$ cat src/rtl/seq_scan_pkg.sv
// seq_scan_pkg: shared state encoding and default pattern for the scan controller
package seq_scan_pkg;
  localparam logic [1:0] IDLE = 2'd0;
  localparam logic [1:0] SCAN = 2'd1;
  localparam logic [1:0] DONE = 2'd2;
  localparam logic [4:0] DEF_PATTERN = 5'b11011;
endpackage

$ cat src/rtl/seq_match_core.sv
// seq_match_core: serial shift-history matcher with fill tracking and optional overlap
module seq_match_core
  import seq_scan_pkg::*;
#(
  parameter int PAT_W = 5,
  parameter logic [PAT_W-1:0] PATTERN = DEF_PATTERN,
  parameter bit OVERLAP = 1'b1
) (
  input  logic clk,
  input  logic rst,
  input  logic clr,
  input  logic shift,
  input  logic bit_in,
  output logic match_now
);
  localparam int FW = $clog2(PAT_W + 1);
  logic [PAT_W-1:0] hist;
  logic [PAT_W-1:0] hist_nxt;
  logic [FW-1:0] fill;
  assign hist_nxt = {hist[PAT_W-2:0], bit_in};
  assign match_now = shift && (hist_nxt == PATTERN) && (fill >= FW'(PAT_W - 1));
  always_ff @(posedge clk or posedge rst) begin
    if (rst) begin
      hist <= '0;
      fill <= '0;
    end else if (clr) begin
      hist <= '0;
      fill <= '0;
    end else if (shift) begin
      hist <= hist_nxt;
      fill <= (match_now && !OVERLAP) ? '0 : (fill == FW'(PAT_W)) ? fill : fill + FW'(1);
    end
  end
endmodule

$ cat src/rtl/seq_scan_ctrl.sv
// seq_scan_ctrl: scan run controller gating a serial stream into a pattern matcher and counting hits
module seq_scan_ctrl
  import seq_scan_pkg::*;
#(
  parameter int PAT_W = 5,
  parameter logic [PAT_W-1:0] PATTERN = DEF_PATTERN,
  parameter bit OVERLAP = 1'b1,
  parameter int CNT_W = 8,
  parameter int WIN_W = 12
) (
  input  logic             clk,
  input  logic             rst,
  input  logic             start,
  input  logic             abort,
  input  logic [CNT_W-1:0] cfg_max_hits,
  input  logic [WIN_W-1:0] cfg_window,
  input  logic             in,
  input  logic             in_valid,
  output logic             busy,
  output logic             done,
  output logic             hit,
  output logic [CNT_W-1:0] hit_count,
  output logic             timed_out
);
  logic [1:0] state;
  logic [CNT_W-1:0] max_r;
  logic [WIN_W-1:0] win_r;
  logic [WIN_W-1:0] bits_seen;
  logic [WIN_W-1:0] bits_nxt;
  logic [CNT_W-1:0] cnt_nxt;
  logic accept;
  logic shift;
  logic match;
  logic lim_hit;
  logic win_hit;
  assign accept = start && !abort && (state != SCAN);
  assign shift = (state == SCAN) && in_valid && !abort;
  assign bits_nxt = bits_seen + WIN_W'(1);
  assign cnt_nxt = (match && hit_count != '1) ? hit_count + CNT_W'(1) : hit_count;
  assign lim_hit = (max_r != '0) && (cnt_nxt == max_r);
  assign win_hit = (win_r != '0) && (bits_nxt == win_r);
  assign busy = state == SCAN;
  assign done = state == DONE;
  seq_match_core #(
    .PAT_W(PAT_W),
    .PATTERN(PATTERN),
    .OVERLAP(OVERLAP)
  ) u_core (
    .clk(clk),
    .rst(rst),
    .clr(accept),
    .shift(shift),
    .bit_in(in),
    .match_now(match)
  );
  always_ff @(posedge clk or posedge rst) begin
    if (rst) begin
      state <= IDLE;
      max_r <= '0;
      win_r <= '0;
      bits_seen <= '0;
      hit_count <= '0;
      hit <= 1'b0;
      timed_out <= 1'b0;
    end else if (abort) begin
      state <= IDLE;
      hit <= 1'b0;
    end else if (accept) begin
      state <= SCAN;
      max_r <= cfg_max_hits;
      win_r <= cfg_window;
      bits_seen <= '0;
      hit_count <= '0;
      hit <= 1'b0;
      timed_out <= 1'b0;
    end else if (shift) begin
      bits_seen <= bits_nxt;
      hit_count <= cnt_nxt;
      hit <= match;
      timed_out <= win_hit && !lim_hit;
      state <= (lim_hit || win_hit) ? DONE : SCAN;
    end else begin
      hit <= 1'b0;
    end
  end
endmodule

$ cat config.mk
export PLATFORM = sky130hd
export DESIGN_NAME = seq_scan_ctrl
export DESIGN_NICKNAME = d
export VERILOG_FILES = /design/src/rtl/seq_scan_pkg.sv /design/src/rtl/seq_match_core.sv /design/src/rtl/seq_scan_ctrl.sv
export SDC_FILE = /design/constraint.sdc
export NUM_CORES = 1
export LEC_CHECK = 0
export ABC_AREA = 1
export CAP_MARGIN = 20
export CORE_ASPECT_RATIO = 0.8
export CORE_UTILIZATION = 59
export DETAILED_ROUTE_END_ITERATION = 10
export PLACE_DENSITY_LB_ADDON = 0.08
export RECOVER_POWER = 25
export SETUP_SLACK_MARGIN = 0.5
export SLEW_MARGIN = 20
export SYNTH_ARGS = -nofsm -noshare
export SYNTH_HDL_FRONTEND = slang
export SYNTH_SLANG_ARGS = --single-unit
$ cat constraint.sdc
create_clock -name clk -period 3.47 [get_ports clk]
set_clock_uncertainty 0.1 [all_clocks]
set_input_delay 0.694 -clock clk [delete_from_list [all_inputs] [get_ports clk]]
set_output_delay 0.694 -clock clk [all_outputs]
set_load 0.005 [all_outputs]
==> out/results.txt <==
WS Path Type: in -> reg
fin area: 0.003452 mm²
drt total wl: 6.624 mm
height of the die: 64.64 µm
crit start category: input pin
post-synth cell types: 23
largest net degree at the start of global routing: 42
Reg clk slew, reported paths: 0.09 ns
Cells after Synth: 405
initial antenna violation count: 0
FMAX: 378.3 MHz
Slew Limit Fails: 0
GP Congestion: 0.8559
switching share of power: 32.65%
Final min period: 2.643 ns
PD cells: 467.0 mW/mm²
DR WL/cell: 13.09 µm
# clock sinks: 51
first-pass GRT wire length: 10.96 mm
I/O Buffers: 37
setup TNS: 0 ns
max_slew headroom: 11.98%
area of the multi-input gates: 0.001369 mm²
area delta synth->final: 19.28%
nets: 475
RSZ-0062 raised after global routing: false
post-synthesis cell area: 0.002894 mm²
endpoints failing setup: 0
sequential share of power: 48.6%
DRC violations left: 0
clock buffer depth: 2
YS warnings: 0
most frequent cells in the layout: nand2_1 (143), inv_1 (57), dfrtp_1 (51), clkdlybuf4s50_1 (36), nor2_1 (35)
Starting DRT DRC Count: 204
syn nets: 435
vias in the first global route: 2402
vias per cell: 5.340
placed inst area: 0.003334 mm²
clk_lat worst skew: 0.31 ns
Req. time, crit path: 3.57 ns
Pleak: 1.701 nW
Die Area: 0.005191 mm²
setup bufs post-CTS: 0
diode count: 0
Max Fanout on Critical Path: 15
# hold bufs at CTS: 0
Clock Tree Root: clkbuf_8
H-Tree Level Count: 2
Yosys reg bits: 51
power share of the clock group: 26.6%
Final Hold Viols: 0
drt first pass iters: 5
fin crit share: 76.18%
element type at the critical path end: flip-flop
Filler Cell Count: 368
FP Rows: 22
sequential share of the synthesized area: 44.10%
commonest non-fill, non-tap cell in the layout: nand2_1
Final ANT Viol Nets: 0
GRT Total Usage: 28.17%
worst-margin pin slew: 1.319 ns
Avg Cell Area, Syn: 7.146 µm²
hpwl dp: 4.867 mm
# resized after CTS: 0
Pint: 1.086 mW
NetSw: 0.5264 mW
share of total power in combinational logic: 24.7%
layout cells sized above 1: 4.933%
I/O pin cnt: 38
gr ovfl total: 0
critical path data arrival time: 2.75 ns
CTS tree: yes
via count: 2702
Hold Slack: 0.3941 ns
Die Wd: 80.31 µm
max-cap viol count: 0
Initial Util: 62.21%
cts bufs inserted: 5
Placeable Area: 0.004652 mm²
maximum VDD drop: 0.2973 mV
worst min-delay path category: reg -> reg
Reg area: 0.001276 mm²
outcome: completed
[flip-flops by register name (all words and copies together) (netlist names)]
register	count
hit_count	8
max_r	8
win_r	12
hit	1
state	2
timed_out	1
u_core.hist	4
u_core.fill	3
bits_seen	12
[synthesized netlist by cell type]
cell type	number	area share [%]
a21oi_1	3	0.52
buf_4	2	0.52
clkbuf_1	5	0.65
dfrtp_1	51	44
ha_1	4	1.7
inv_1	57	7.4
inv_2	2	0.26
nand2_1	143	19
nand2_2	2	0.43
nand3_1	34	5.9
nand3_4	2	1.2
nand3b_1	2	0.52
nand4_1	7	1.5
nor2_1	35	4.5
nor2_4	3	1.2
nor3_1	5	0.86
nor3_2	1	0.35
o21ai_0	25	4.3
o21ai_1	1	0.17
o22ai_1	11	2.4
or2_2	1	0.22
xnor2_1	1	0.30
xor2_1	8	2.4
[power groups by stage]
stage                     Clock [mW]  Combinational (mW)  Sequential, mW
final                          0.429               0.399           0.784
after floorplan                    0               0.286           0.767
after global placement             0               0.381           0.788
after CTS                      0.436               0.400           0.782
after global routing           0.459               0.458           0.795
after detailed placement           0               0.396           0.791
[cell type report]
cell class                 count  share of cell area, %
multi-input combinational    288                  39.65
sequential                    51                  36.97
timing repair buffer          40                  11.38
inverter                      59                  6.415
clock buffer                   6                  2.392
tap                           60                  2.175
clock inverter                 2                  1.015
[path summary, 6_finish.rpt]
check / endpoint / slack (ns) / start / cells past startpoint
min: timed_out / 0.39 / timed_out / 2
max reg2reg: state[0] / 1.09 / hit_count[0] / 16
min in group asynchronous: hit_count[4] / 1.10 / rst / 2
min reg2reg: timed_out / 0.39 / timed_out / 2
max in group asynchronous: max_r[1] / 1.33 / rst / 3
max: state[0] / 0.83 / abort / 15
[critical path: stages]
cell,delay (ns)
clkdlybuf4s50_1,0.53
inv_1,0.18
nand3_4,0.20
nor2_4,0.23
nand3_1,0.13
nand2_1,0.10
nand2_1,0.06
nand2_1,0.06
nand2_1,0.08
nor2_1,0.09
nand3_1,0.11
nand2_1,0.11
nand2_1,0.05
nand2_1,0.07
nand2_1,0.05
[per-stage QoR]
| step | util (%) | power (mW) | setup WS, ns | instances |
|---|---|---|---|---|
| after detailed placement | 71.68 | 1.187 | 0.5479 | 498 |
| after CTS | 74.21 | 1.618 | 0.8343 | 506 |
| after floorplan | - | 1.054 | 1.446 | 405 |
| after global routing | 74.21 | 1.712 | 0.6317 | 506 |
| final | 74.21 | 1.612 | 0.8267 | 506 |
| after global placement | 71.68 | 1.170 | 0.5939 | 498 |
[cell families (layout without fill, tap and decap cells)]
kind of cell	Yosys count	in the layout	share of synthesized area, %
flops	51	51	44.10
xor+xnor	9	9	2.724
fa+ha+maj	4	4	1.729
buf+inv	66	107	8.820
compound gates	40	40	7.393
simple gates	235	235	35.24
[per-layer routing]
metal	share of wire (%)	GRT usage (%)
met5	0	0
met4	1.6	8.259
met3	6.4	5.211
met2	44	42.74
met1	48	41.20
Power figures use the tool's default switching activity.
